File: config.mk
export PLATFORM = sky130hd
export DESIGN_NAME = rtc_adj_seq
export DESIGN_NICKNAME = d
export VERILOG_FILES = /design/src/rtl/rtc_adj_seq.sv
export SDC_FILE = /design/constraint.sdc
export NUM_CORES = 1
export LEC_CHECK = 0
export BUFFER_PORTS_ARGS = -buffer_cell sky130_fd_sc_hd__buf_2
export CAP_MARGIN = 30
export CORE_MARGIN = 3
export CORE_UTILIZATION = 44
export CTS_CLUSTER_SIZE = 24
export DETAILED_ROUTE_END_ITERATION = 6
export PLACE_DENSITY = 0.76
export REMOVE_ABC_BUFFERS = 1
export SLEW_MARGIN = 20
export SYNTH_ARGS = -nofsm -noshare
export SYNTH_HDL_FRONTEND = slang
export SYNTH_SLANG_ARGS = --single-unit
File: constraint.sdc
create_clock -name bus2ip_clk -period 6.3 [get_ports bus2ip_clk]
set_input_delay 1.26 -clock bus2ip_clk [delete_from_list [all_inputs] [get_ports bus2ip_clk]]
set_output_delay 1.26 -clock bus2ip_clk [all_outputs]
set_load 0.03 [all_outputs]
File: src/rtl/rtc_adj_seq.sv
// rtc_adj_seq: bus master for the RTC register block. Serves single host
// accesses and turns each servo adjustment request into an uninterrupted
// burst of register writes (TICK_INC, NS_OFST, SC_OFST0/1, RTC_CTL).
// When the host and the servo request together, the winner alternates.
// A HOLD window follows every CTL write. During HOLD the host may use the bus,
// but a new sequence may not start.
module rtc_adj_seq #(
    parameter logic [23:0] RTC_BASE = 24'h000010,
    parameter logic [7:0]  CTL_OFS  = 8'h00,
    parameter logic [7:0]  TICK_OFS = 8'h04,
    parameter logic [7:0]  NSO_OFS  = 8'h08,
    parameter logic [7:0]  SCO0_OFS = 8'h0C,
    parameter logic [7:0]  SCO1_OFS = 8'h10,
    parameter int          HOLD_CYC = 4
) (
    input  logic        bus2ip_clk,
    input  logic        bus2ip_rst,
    input  logic [31:0] host_addr_i,
    input  logic [31:0] host_wdata_i,
    input  logic        host_rd_i,
    input  logic        host_wr_i,
    output logic        host_ack_o,
    output logic [31:0] host_rdata_o,
    output logic        host_rvld_o,
    input  logic        adj_req_i,
    input  logic [2:0]  adj_mode_i,
    input  logic [31:0] adj_tick_inc_i,
    input  logic [31:0] adj_ns_i,
    input  logic [47:0] adj_sc_i,
    input  logic        cfg_intxms_sel_i,
    output logic        adj_busy_o,
    output logic        adj_done_o,
    output logic [31:0] bus_addr_o,
    output logic [31:0] bus_data_o,
    output logic        bus_rd_ce_o,
    output logic        bus_wr_ce_o,
    input  logic [31:0] bus_rdata_i
);

    typedef enum logic [2:0] {
        IDLE, W_TICK, W_NS, W_SC0, W_SC1, W_CTL, HOLD, DONE
    } stateT;

    localparam logic [3:0] HOLD_LAST = 4'(HOLD_CYC - 1);

    stateT       r_state;
    stateT       w_nextState;
    logic        w_hostReq;
    logic        w_hostGnt;
    logic        w_seqGnt;
    logic        r_rrPref;
    logic        r_modeOfs;
    logic        r_modeClr;
    logic        r_intx;
    logic [31:0] r_tick;
    logic [31:0] r_ns;
    logic [47:0] r_sc;
    logic [3:0]  r_holdCnt;
    logic [31:0] w_tickData;
    logic [31:0] w_nsData;
    logic        w_clrData;
    logic        w_intxData;

    // Work out which write a sequence opens with, from the mode bits.
    // The clear bit takes priority over the other two.
    function automatic stateT firstState(input logic [2:0] mode);
        if (mode[2])      return W_CTL;
        else if (mode[0]) return W_TICK;
        else if (mode[1]) return W_NS;
        else              return DONE;
    endfunction

    // The host request is ignored for one cycle after an ack.
    // This gives the host time to drop its level request.
    assign w_hostReq = (host_rd_i | host_wr_i) & ~host_ack_o;

    // The first write of a sequence is issued at the same edge that latches the
    // inputs, so it has to take its data straight from the ports.
    assign w_tickData = w_seqGnt ? adj_tick_inc_i   : r_tick;
    assign w_nsData   = w_seqGnt ? adj_ns_i         : r_ns;
    assign w_clrData  = w_seqGnt ? adj_mode_i[2]    : r_modeClr;
    assign w_intxData = w_seqGnt ? cfg_intxms_sel_i : r_intx;

    // Read data goes straight through from the slave's registered data, in the
    // cycle that follows the read strobe.
    assign host_rdata_o = host_rvld_o ? bus_rdata_i : 32'h0;

    // Next-state and arbitration: round-robin in IDLE, host-only in HOLD,
    // nothing while the atomic write burst is on the bus.
    always_comb begin
        w_nextState = r_state;
        w_hostGnt   = 1'b0;
        w_seqGnt    = 1'b0;
        case (r_state)
            IDLE: begin
                if (adj_req_i && (!w_hostReq || r_rrPref)) begin
                    w_seqGnt    = 1'b1;
                    w_nextState = firstState(adj_mode_i);
                end else if (w_hostReq) begin
                    w_hostGnt = 1'b1;
                end
            end
            W_TICK:  w_nextState = r_modeOfs ? W_NS : DONE;
            W_NS:    w_nextState = W_SC0;
            W_SC0:   w_nextState = W_SC1;
            W_SC1:   w_nextState = W_CTL;
            W_CTL:   w_nextState = HOLD;
            HOLD: begin
                w_hostGnt = w_hostReq;
                if (r_holdCnt == HOLD_LAST) begin
                    w_nextState = DONE;
                end
            end
            DONE:    w_nextState = IDLE;
            default: w_nextState = IDLE;
        endcase
    end

    // State register, input latches, and the registered bus/host/status outputs.
    // Outputs are driven from the state being entered, so each strobe lines up
    // with its W_* state.
    always_ff @(posedge bus2ip_clk or posedge bus2ip_rst) begin
        if (bus2ip_rst) begin
            r_state     <= IDLE;
            r_rrPref    <= 1'b0;
            r_modeOfs   <= 1'b0;
            r_modeClr   <= 1'b0;
            r_intx      <= 1'b0;
            r_tick      <= 32'h0;
            r_ns        <= 32'h0;
            r_sc        <= 48'h0;
            r_holdCnt   <= 4'h0;
            host_ack_o  <= 1'b0;
            host_rvld_o <= 1'b0;
            adj_busy_o  <= 1'b0;
            adj_done_o  <= 1'b0;
            bus_addr_o  <= 32'h0;
            bus_data_o  <= 32'h0;
            bus_rd_ce_o <= 1'b0;
            bus_wr_ce_o <= 1'b0;
        end else begin
            r_state     <= w_nextState;
            host_ack_o  <= 1'b0;
            host_rvld_o <= bus_rd_ce_o;
            adj_done_o  <= (w_nextState == DONE);
            adj_busy_o  <= (w_nextState != IDLE) && (w_nextState != DONE);
            bus_addr_o  <= 32'h0;
            bus_data_o  <= 32'h0;
            bus_rd_ce_o <= 1'b0;
            bus_wr_ce_o <= 1'b0;

            if (w_hostGnt || w_seqGnt) begin
                r_rrPref <= ~r_rrPref;
            end

            if (w_seqGnt) begin
                r_modeOfs <= adj_mode_i[1];
                r_modeClr <= adj_mode_i[2];
                r_intx    <= cfg_intxms_sel_i;
                r_tick    <= adj_tick_inc_i;
                r_ns      <= adj_ns_i;
                r_sc      <= adj_sc_i;
            end

            if (w_nextState == HOLD && r_state != HOLD) begin
                r_holdCnt <= 4'h0;
            end else if (r_state == HOLD) begin
                r_holdCnt <= r_holdCnt + 4'd1;
            end

            if (w_hostGnt) begin
                host_ack_o  <= 1'b1;
                bus_rd_ce_o <= host_rd_i;
                bus_wr_ce_o <= host_wr_i;
                bus_addr_o  <= host_addr_i;
                bus_data_o  <= host_wr_i ? host_wdata_i : 32'h0;
            end else begin
                case (w_nextState)
                    W_TICK: begin
                        bus_wr_ce_o <= 1'b1;
                        bus_addr_o  <= {RTC_BASE, TICK_OFS};
                        bus_data_o  <= w_tickData;
                    end
                    W_NS: begin
                        bus_wr_ce_o <= 1'b1;
                        bus_addr_o  <= {RTC_BASE, NSO_OFS};
                        bus_data_o  <= w_nsData;
                    end
                    W_SC0: begin
                        bus_wr_ce_o <= 1'b1;
                        bus_addr_o  <= {RTC_BASE, SCO0_OFS};
                        bus_data_o  <= r_sc[47:16];
                    end
                    W_SC1: begin
                        bus_wr_ce_o <= 1'b1;
                        bus_addr_o  <= {RTC_BASE, SCO1_OFS};
                        bus_data_o  <= {16'h0, r_sc[15:0]};
                    end
                    W_CTL: begin
                        bus_wr_ce_o <= 1'b1;
                        bus_addr_o  <= {RTC_BASE, CTL_OFS};
                        bus_data_o  <= {29'h0, w_intxData, w_clrData, ~w_clrData};
                    end
                    default: begin
                    end
                endcase
            end
        end
    end

endmodule

==> flow_summary.json, run 1 <==
{
  "status": "finished, final reports clean",
  "grt_overflow_total": 0,
  "synth_top_flop_cell": "dfrtp_1",
  "synth_seq_cells": 193,
  "cts-root-buf": "clkbuf_16",
  "cts_resized": 0,
  "globalplace.congestion": 0.9465,
  "critical_path_arrival_ps": 4030,
  "nFillCells": 1527,
  "dr.pass1.iters": 5,
  "worstMarginPinSlew_ps": 903.2,
  "vdd_drop_max_mv": 0.2206,
  "hold_viol": 0,
  "cts_tree": "built",
  "seqCellArea_um2": 4830,
  "routedWlPerCell_um": 16.42,
  "placed_cells": 1312,
  "areaGrowthSynthToFinish_pct": 28.74,
  "syn_area_um2": 8059,
  "viasPerCell": 4.924,
  "crit_fanout": 39,
  "dieArea_um2": 19980,
  "hpwl_um": 15390,
  "h-tree-depth": 4,
  "port_buffers": 318,
  "grt_usage_pct": 21.96,
  "holdWs_ps": 430.8,
  "worst_clock_skew_ps": 9.266,
  "ant_nets": 0,
  "die_h_um": 141.3,
  "syn_inst": 813,
  "ys_types": 49,
  "period_share_pct": 58.27,
  "yosysTopAreaCell": "dfrtp_1",
  "power_density_nw_per_um2": 472.7,
  "clk_latency_ps": 430,
  "p_leak_nw": 5.925,
  "yosys_warnings": 0,
  "maxCapViolCount": 0,
  "hold_class": "reg2reg",
  "clk_path_buf_depth": 2,
  "slew_violations": 0,
  "path_buf_inv": 1,
  "placementRows": 48,
  "criticalPathCategory": "in2reg",
  "fp.coreArea_um2": 17600,
  "nets": 1326,
  "worstPathCellList": "buf_2 > nor4b_1 > o31a_4 > a211oi_2 > or2_1 > nor2_4 > a221o_1",
  "power_mw": 4.905,
  "dpl-instance-area_um2": 9764,
  "cp-start-kind": "input port",
  "grt_start_max_net_pins": 146,
  "cts_hold_buffers": 0,
  "max_slew_margin_pct": 39.64,
  "critPathSlowestCell": "nor2_4",
  "synth_top_cell_area_share_pct": 59.93,
  "fin_area_um2": 10380,
  "path_delay_family": "simple AND/OR/NAND/NOR gates",
  "cts_made_buffers": 17,
  "cp_slowest_stage_delay_ps": 710,
  "min_period_ps": 3671,
  "io_pins": 319,
  "drive_gt1_share_pct": 33.39,
  "ys_seq_area_share_pct": 59.93,
  "setup_viol": 0,
  "multiInputGateArea_um2": 2990,
  "clkTransAtPathRegs_ps": 70,
  "rsz0062_at_grt": "false",
  "initial_utilization_pct": 45.80,
  "fp.dieW_um": 141.3,
  "vias": 6637,
  "drt_iter0_drc": 328,
  "finalWirelength_um": 22140,
  "fmax_mhz": 272.4,
  "antenna_found_initial": 4,
  "synth_edf_count": 0,
  "critical_path_required_ps": 6660,
  "grt_pass1_vias": 6554,
  "end_kind": "flip-flop",
  "ys_async_sr_fraction_pct": 100.0,
  "instances_no_fill": 1348,
  "route.detailed.drc": 0,
  "grt_pass1_wl_um": 34310,
  "cts_sinks": 193,
  "ys_top_cells_by_area": "dfrtp_1, nand2_1, and2_1",
  "syn-mean-instance-area_um2": 9.913,
  "post_cts_buffers": 0
}
-- flip-flops by register name, summed over array words and instances (netlist names), 3 cells and up --
register    count
r_sc           48
bus_addr_o     32
bus_data_o     32
r_ns           32
r_tick         32
r_holdCnt       4
r_state         3
-- kinds of logic (layout without fill, tap and decap cells) --
group                      Yosys count  in the layout  share of synthesized area [%]
and+or+nand+nor                    452            452                          24.39
other                                0              3                              0
adders and majority gates            1              1                         0.1552
DFF                                193            193                          59.93
buffers and inverters               55            362                          3.385
muxes                                2              2                         0.2484
AOI/OAI and AO/OA                  109            109                          11.78
xor gates and xnor gates             1              1                         0.1087
-- metrics by stage --
step | util, % | worst slack, ps | setup TNS (ps)
floorplan | - | -2340 | -310570
global placement | 55.49 | 2245 | 0
detailed placement | 55.49 | 2143 | 0
CTS | 58.60 | 2591 | 0
global route | 58.94 | 2425 | 0
finish | 58.96 | 2629 | 0
-- routing by layer --
metal | vias up | part of all wire, % | track usage (%) | routed length, µm
li1 | 3266 | - | - | -
met1 | 3115 | 42 | 30.24 | 9403
met2 | 223 | 49 | 34.74 | 10770
met3 | 29 | 7.2 | 5.292 | 1597
met4 | 4 | 1.5 | 6.782 | 340
met5 | - | 0.12 | 0 | 27
-- path summary, 6_finish.rpt --
path                       cells past startpoint                  start                  endpoint  slack (ps)
min in group asynchronous                      2             bus2ip_rst        r_ns[20]$_DFF_PP0_         810
setup reg to reg                               6   r_state[0]$_DFF_PP0_  bus_data_o[10]$_DFF_PP0_        2810
hold / removal                                 0  bus_rd_ce_o$_DFF_PP0_     host_rvld_o$_DFF_PP0_         430
max in group asynchronous                      3             bus2ip_rst  bus_data_o[13]$_DFF_PP0_        4560
hold reg to reg                                0  bus_rd_ce_o$_DFF_PP0_     host_rvld_o$_DFF_PP0_         430
setup / recovery                               7              adj_req_i  bus_data_o[10]$_DFF_PP0_        2630
-- where the power goes --
| group | internal, mW | total [mW] | leakage [nW] | switching [mW] |
|---|---|---|---|---|
| combinational | 0.704 | 1.92 | 3.18 | 1.21 |
| clock | 0.518 | 1.01 | 0.268 | 0.494 |
| sequential | 1.73 | 1.98 | 2.48 | 0.242 |
| total | 2.96 | 4.90 | 5.93 | 1.95 |
-- cell usage after synthesis, drive strengths merged (3+ instances only) --
master,number
and2,63
nand2,353
a21o,17
a221o,29
dfrtp,193
nand3,7
inv,5
a21oi,6
nor2,12
buf,28
clkbuf,22
a22o,31
o21ai,9
or3b,3
a211o,3
-- layout make-up --
cell class                      instances  area share (%)
Antenna cell                            3         0.07236
Timing Repair Buffer                  326           16.30
Sequential cell                       193           46.55
Multi-Input combinational cell        565           28.82
Clock inverter                         14           1.182
Inverter                                5          0.2533
Tap cell                              225           2.713
Clock buffer                           17           4.100
-- worst register-to-register path: stages (launching register included) --
cell      delay (ps)
dfrtp_1          610
nor4b_1          750
o31a_4           550
a211oi_2         190
or2_1            330
nor2_4           710
a221o_1          290
-- layout by cell type, fill, tap and decap left out, types with 3 or more instances in the layout --
master,n
inv_6,4
and2_1,62
dfrtp_1,193
a221o_1,29
a22o_1,31
a21oi_1,6
nor2_1,9
inv_1,3
o21ai_0,9
a21o_1,17
nand2_1,353
a211o_1,3
buf_2,318
clkbuf_16,17
buf_4,6
diode_2,3
nand3_1,7
inv_8,5
No activity file was read; power rests on OpenSTA's default activity.
==> run 2: changes to the inputs <==
--- a/config.mk
+++ b/config.mk
@@ -8,10 +8,10 @@
 export BUFFER_PORTS_ARGS = -buffer_cell sky130_fd_sc_hd__buf_2
 export CAP_MARGIN = 30
 export CORE_MARGIN = 3
-export CORE_UTILIZATION = 44
+export CORE_UTILIZATION = 49
 export CTS_CLUSTER_SIZE = 24
 export DETAILED_ROUTE_END_ITERATION = 6
-export PLACE_DENSITY = 0.76
+export PLACE_DENSITY = 0.81
 export REMOVE_ABC_BUFFERS = 1
 export SLEW_MARGIN = 20
 export SYNTH_ARGS = -nofsm -noshare
==> constraint.sdc (replaced) <==
create_clock -name bus2ip_clk -period 3.7 [get_ports bus2ip_clk]
set_input_delay 0.74 -clock bus2ip_clk [delete_from_list [all_inputs] [get_ports bus2ip_clk]]
set_output_delay 0.74 -clock bus2ip_clk [all_outputs]
set_load 0.03 [all_outputs]
==> flow_summary.json, run 2 (synthesis gave the netlist of run 1 again) <==
{
  "status": "finished, final reports clean",
  "power.internal_mw": 5.161,
  "path_delay_family": "simple AND/OR/NAND/NOR gates",
  "largest_reg_flops": 48,
  "dieArea_um2": 18020,
  "final_common_cell": "nand2_1",
  "dpl-instance-area_um2": 9828,
  "hpwl_um": 15660,
  "critical_path_arrival_ps": 3310,
  "fp.dieW_um": 134.2,
  "grt_pass1_vias": 6710,
  "fin_area_um2": 10440,
  "routedWlPerCell_um": 16.61,
  "worst_clock_skew_ps": 18.78,
  "placementRows": 46,
  "met3_usage_pct": 4.239,
  "worstPathCellList": "nor4b_1 > o31a_4 > a211oi_2 > and3_4 > and2_0 > or3b_1",
  "globalplace.congestion": 0.8954,
  "setup_ws_ps": 700.8,
  "hold_class": "reg2reg",
  "swShare_pct": 39.19,
  "cts_tree": "built",
  "setup_viol": 0,
  "cts_sinks": 193,
  "seqCellArea_um2": 4830,
  "dr.pass1.iters": 7,
  "viasPerCell": 5.088,
  "worstMarginPinSlew_ps": 750.6,
  "post_cts_buffers": 0,
  "critical_path_required_ps": 4010,
  "min_period_ps": 2999,
  "multiInputGateArea_um2": 2985,
  "use_met1_pct": 34.46,
  "clk_path_buf_depth": 2,
  "vdd_drop_max_mv": 0.4142,
  "top_register": "r_sc",
  "fp.coreArea_um2": 16000,
  "antenna_found_initial": 0,
  "io_pins": 319,
  "initial_utilization_pct": 50.37,
  "criticalPathCategory": "reg2reg",
  "clkTransAtPathRegs_ps": 70,
  "grt_pass1_wl_um": 34990,
  "max_slew_margin_pct": 49.26,
  "fmax_mhz": 333.4,
  "power_frac_comb_pct": 39.0,
  "cts-root-buf": "clkbuf_16",
  "crit_fanout": 33,
  "clk_latency_ps": 430,
  "final_cell_mix": "nand2_1, buf_2, dfrtp_1",
  "r2r-start": "r_state[0]$_DFF_PP0_",
  "ant_nets": 0,
  "pre_cts_ws_ps": 571.3,
  "hp-start": "bus_rd_ce_o$_DFF_PP0_",
  "met2_usage_pct": 39.89,
  "maxCapViolCount": 0,
  "cp-start-kind": "flip-flop",
  "cp-startpoint": "r_state[0]$_DFF_PP0_",
  "route.detailed.drc": 0,
  "period_share_pct": 81.06,
  "grt_usage_pct": 24.76,
  "rsz0062_at_grt": "false",
  "vias": 6838,
  "cts_made_buffers": 17,
  "cts_resized": 0,
  "path_buf_inv": 0,
  "nets": 1333,
  "drive_gt1_share_pct": 33.78,
  "grt_overflow_total": 0,
  "cp_slowest_stage_delay_ps": 770,
  "areaGrowthSynthToFinish_pct": 29.50,
  "fin_tns_setup_ps": 0,
  "hold_viol": 0,
  "nFillCells": 1299,
  "finalWirelength_um": 22320,
  "seqPwrFrac_pct": 39.7,
  "end_kind": "flip-flop",
  "p_leak_nw": 5.975,
  "drt_iter0_drc": 526,
  "h-tree-depth": 4,
  "top_usage_layer": "met2",
  "port_buffers": 318,
  "critPathSlowestCell": "nor4b_1",
  "slew_violations": 0,
  "grt_start_max_net_pins": 109,
  "power.share.clock_pct": 21.3,
  "power_density_nw_per_um2": 813.2,
  "n_antenna_cell": 0,
  "cts_hold_buffers": 0,
  "die_h_um": 134.2,
  "switchingPower_mw": 3.326
}
==> run 2: worst reg2reg max path, cell delays in order, from the launching register on <==
cell and delay, ps:
dfrtp_1 590, nor4b_1 770, o31a_4 480, a211oi_2 160, and3_4 330, and2_0 230
or3b_1 340
==> run 2: metrics by stage <==
stage | hold slack (ps) | power, mW | instances | utilization [%]
6_report | 378.0 | 8.487 | 1344 | 65.23
5_1_grt | 392.7 | 9.047 | 1344 | 65.23
4_1_cts | 381.9 | 8.506 | 1343 | 65.05
3_5_place_dp | 364.2 | 6.671 | 1311 | 61.42
3_3_place_gp | 359.6 | 6.552 | 1310 | 61.33
2_1_floorplan | 434.6 | 5.642 | 763 | -
==> run 2: routing by layer <==
metal  wire length (µm)  vias to the layer above
li1                   -                     3275
met1               9536                     3276
met2              10920                      258
met3               1441                       29
met4                425                        0
met5                  0                        -
==> run 2: worst paths after layout <==
path,end,slack (ps),depth (start not counted)
max in group asynchronous,bus_data_o[6]$_DFF_PP0_,2480,3
max,bus_data_o[2]$_DFF_PP0_,700,6
min,host_rvld_o$_DFF_PP0_,380,0
min reg2reg,host_rvld_o$_DFF_PP0_,380,0
min in group asynchronous,bus_addr_o[16]$_DFF_PP0_,430,2
max reg2reg,bus_data_o[2]$_DFF_PP0_,700,6
==> run 2: final cells by class <==
class                      count  share of cell area (%)
inverter                       5                  0.2518
sequential                   193                   46.28
tap                          216                   2.590
clock buffer                  20                   4.376
timing repair buffer         333                   16.71
multi-input combinational    565                   28.61
clock inverter                12                   1.187
==> run 2: power groups by stage <==
stage | combinational [mW] | clock (mW) | sequential (mW)
3_5_place_dp | 3.27 | 0 | 3.40
6_report | 3.31 | 1.81 | 3.37
4_1_cts | 3.30 | 1.84 | 3.37
2_1_floorplan | 1.87 | 0 | 3.77
3_3_place_gp | 3.18 | 0 | 3.37
5_1_grt | 3.64 | 1.94 | 3.46
==> run 3: changes to the inputs <==
==> constraint.sdc (replaced) <==
create_clock -name bus2ip_clk -period 3.1 [get_ports bus2ip_clk]
set_input_delay 0.62 -clock bus2ip_clk [delete_from_list [all_inputs] [get_ports bus2ip_clk]]
set_output_delay 0.62 -clock bus2ip_clk [all_outputs]
set_load 0.03 [all_outputs]
==> flow_summary.json, run 3 (synthesis gave the netlist of run 1 again) <==
{
  "status": "finished, final reports clean",
  "final_common_cell": "nand2_1",
  "hold_viol": 0,
  "swShare_pct": 39.41,
  "nFillCells": 1314,
  "setup_viol": 0,
  "cts_made_buffers": 17,
  "cts_sinks": 193,
  "top_register": "r_sc",
  "viasPerCell": 5.080,
  "placed_cells": 1315,
  "cp-start-kind": "flip-flop",
  "crit_fanout": 13,
  "drive_gt1_share_pct": 33.78,
  "areaGrowthSynthToFinish_pct": 29.37,
  "maxCapViolCount": 0,
  "criticalPathCategory": "reg2reg",
  "fp.coreArea_um2": 16000,
  "drt_iter0_drc": 463,
  "period_share_pct": 84.59,
  "grt_overflow_total": 0,
  "io_pins": 319,
  "top_usage_layer": "met2",
  "cts-root-buf": "clkbuf_16",
  "seqPwrFrac_pct": 39.7,
  "worstMarginPinSlew_ps": 731.7,
  "ant_nets": 0,
  "critPathSlowestCell": "nor4b_1",
  "path_buf_inv": 1,
  "route.detailed.drc": 0,
  "dr.pass1.iters": 5,
  "critical_path_arrival_ps": 2980,
  "max_slew_margin_pct": 51.11,
  "power.share.clock_pct": 19.8,
  "cp_slowest_stage_delay_ps": 560,
  "nets": 1336,
  "switchingPower_mw": 3.952,
  "p_leak_nw": 5.967,
  "vdd_drop_max_mv": 0.5448,
  "grt_start_max_net_pins": 121,
  "critical_path_required_ps": 3450,
  "routedWlPerCell_um": 16.59,
  "globalplace.congestion": 0.9300,
  "use_met1_pct": 33.91,
  "finalWirelength_um": 22360,
  "slew_violations": 0,
  "multiInputGateArea_um2": 2985,
  "largest_reg_flops": 48,
  "worstPathCellList": "nor4b_1 > o31a_4 > a211oi_2 > or2_1 > nor2_2 > buf_4 > a221o_1",
  "end_kind": "flip-flop",
  "grt_pass1_wl_um": 34330,
  "clkTransAtPathRegs_ps": 70,
  "min_period_ps": 2622,
  "fmax_mhz": 381.4,
  "power.internal_mw": 6.077,
  "fin_tns_setup_ps": 0,
  "rsz0062_at_grt": "false",
  "met3_usage_pct": 4.801,
  "fp.dieW_um": 134.2,
  "placementRows": 46,
  "holdWs_ps": 305.9,
  "vias": 6848,
  "power_density_nw_per_um2": 961.9,
  "final_cell_mix": "nand2_1, buf_2, dfrtp_1",
  "die_h_um": 134.2,
  "clk_latency_ps": 420,
  "dieArea_um2": 18020,
  "port_buffers": 318,
  "initial_utilization_pct": 50.37,
  "cts_resized": 0,
  "hpwl_um": 15780,
  "hold_class": "in2async",
  "setup_ws_ps": 477.8,
  "cts_hold_buffers": 0,
  "seqCellArea_um2": 4830,
  "h-tree-depth": 4,
  "instances_no_fill": 1348,
  "grt_usage_pct": 24.36,
  "met2_usage_pct": 38.60,
  "post_cts_buffers": 0,
  "grt_pass1_vias": 6566,
  "worst_clock_skew_ps": 10.10,
  "path_delay_family": "simple AND/OR/NAND/NOR gates",
  "power_mw": 10.03,
  "antenna_found_initial": 1,
  "cts_tree": "built",
  "power_frac_comb_pct": 40.4,
  "pre_cts_ws_ps": 380.6,
  "clk_path_buf_depth": 2
}
[run 3: per-stage QoR]
stage	util, %	cell area, µm²
after floorplan	-	7805
after global placement	61.75	9881
after detailed placement	61.82	9892
after CTS	65.15	10420
after global routing	65.16	10430
final	65.16	10430
[run 3: cell type report]
cell class,instances,share of cell area [%]
Tap cell,216,2.592
Clock buffer,21,4.320
Sequential cell,193,46.32
Clock inverter,11,0.7800
Antenna cell,1,0.02400
Inverter,5,0.2520
Multi-Input combinational cell,565,28.63
Timing Repair Buffer,336,17.08
[run 3: final timing paths]
check	start	endpoint	slack, ps	cells after the start
hold / removal	bus2ip_rst	bus_addr_o[25]$_DFF_PP0_	310	2
setup / recovery	r_state[1]$_DFF_PP0_	bus_data_o[29]$_DFF_PP0_	480	7
max in group asynchronous	bus2ip_rst	r_tick[22]$_DFF_PP0_	2060	3
hold reg to reg	bus_rd_ce_o$_DFF_PP0_	host_rvld_o$_DFF_PP0_	380	0
setup reg to reg	r_state[1]$_DFF_PP0_	bus_data_o[29]$_DFF_PP0_	480	7
min in group bus2ip_clk	adj_sc_i[25]	r_sc[25]$_DFFE_PP0P_	380	3
[run 3: worst register-to-register path: stages (launching register included)]
cell,delay [ps]
dfrtp_1,530
nor4b_1,570
o31a_4,270
a211oi_2,70
or2_1,290
nor2_2,370
buf_4,290
a221o_1,180
[run 3: layer usage]
layer | wire length, µm | part of all wire, %
met1 | 9712 | 43
met2 | 10830 | 48
met3 | 1377 | 6.2
met4 | 445 | 2.0
met5 | 0 | 0
[run 3: power groups by stage]
| stage | clock, mW | combinational (mW) | sequential, mW |
|---|---|---|---|
| final | 1.99 | 4.06 | 3.98 |
| after global routing | 2.12 | 4.45 | 4.07 |
| after CTS | 2.02 | 4.08 | 3.97 |
| after detailed placement | 0 | 4.05 | 4.02 |
| after global placement | 0 | 3.92 | 3.97 |
| after floorplan | 0 | 2.23 | 4.50 |
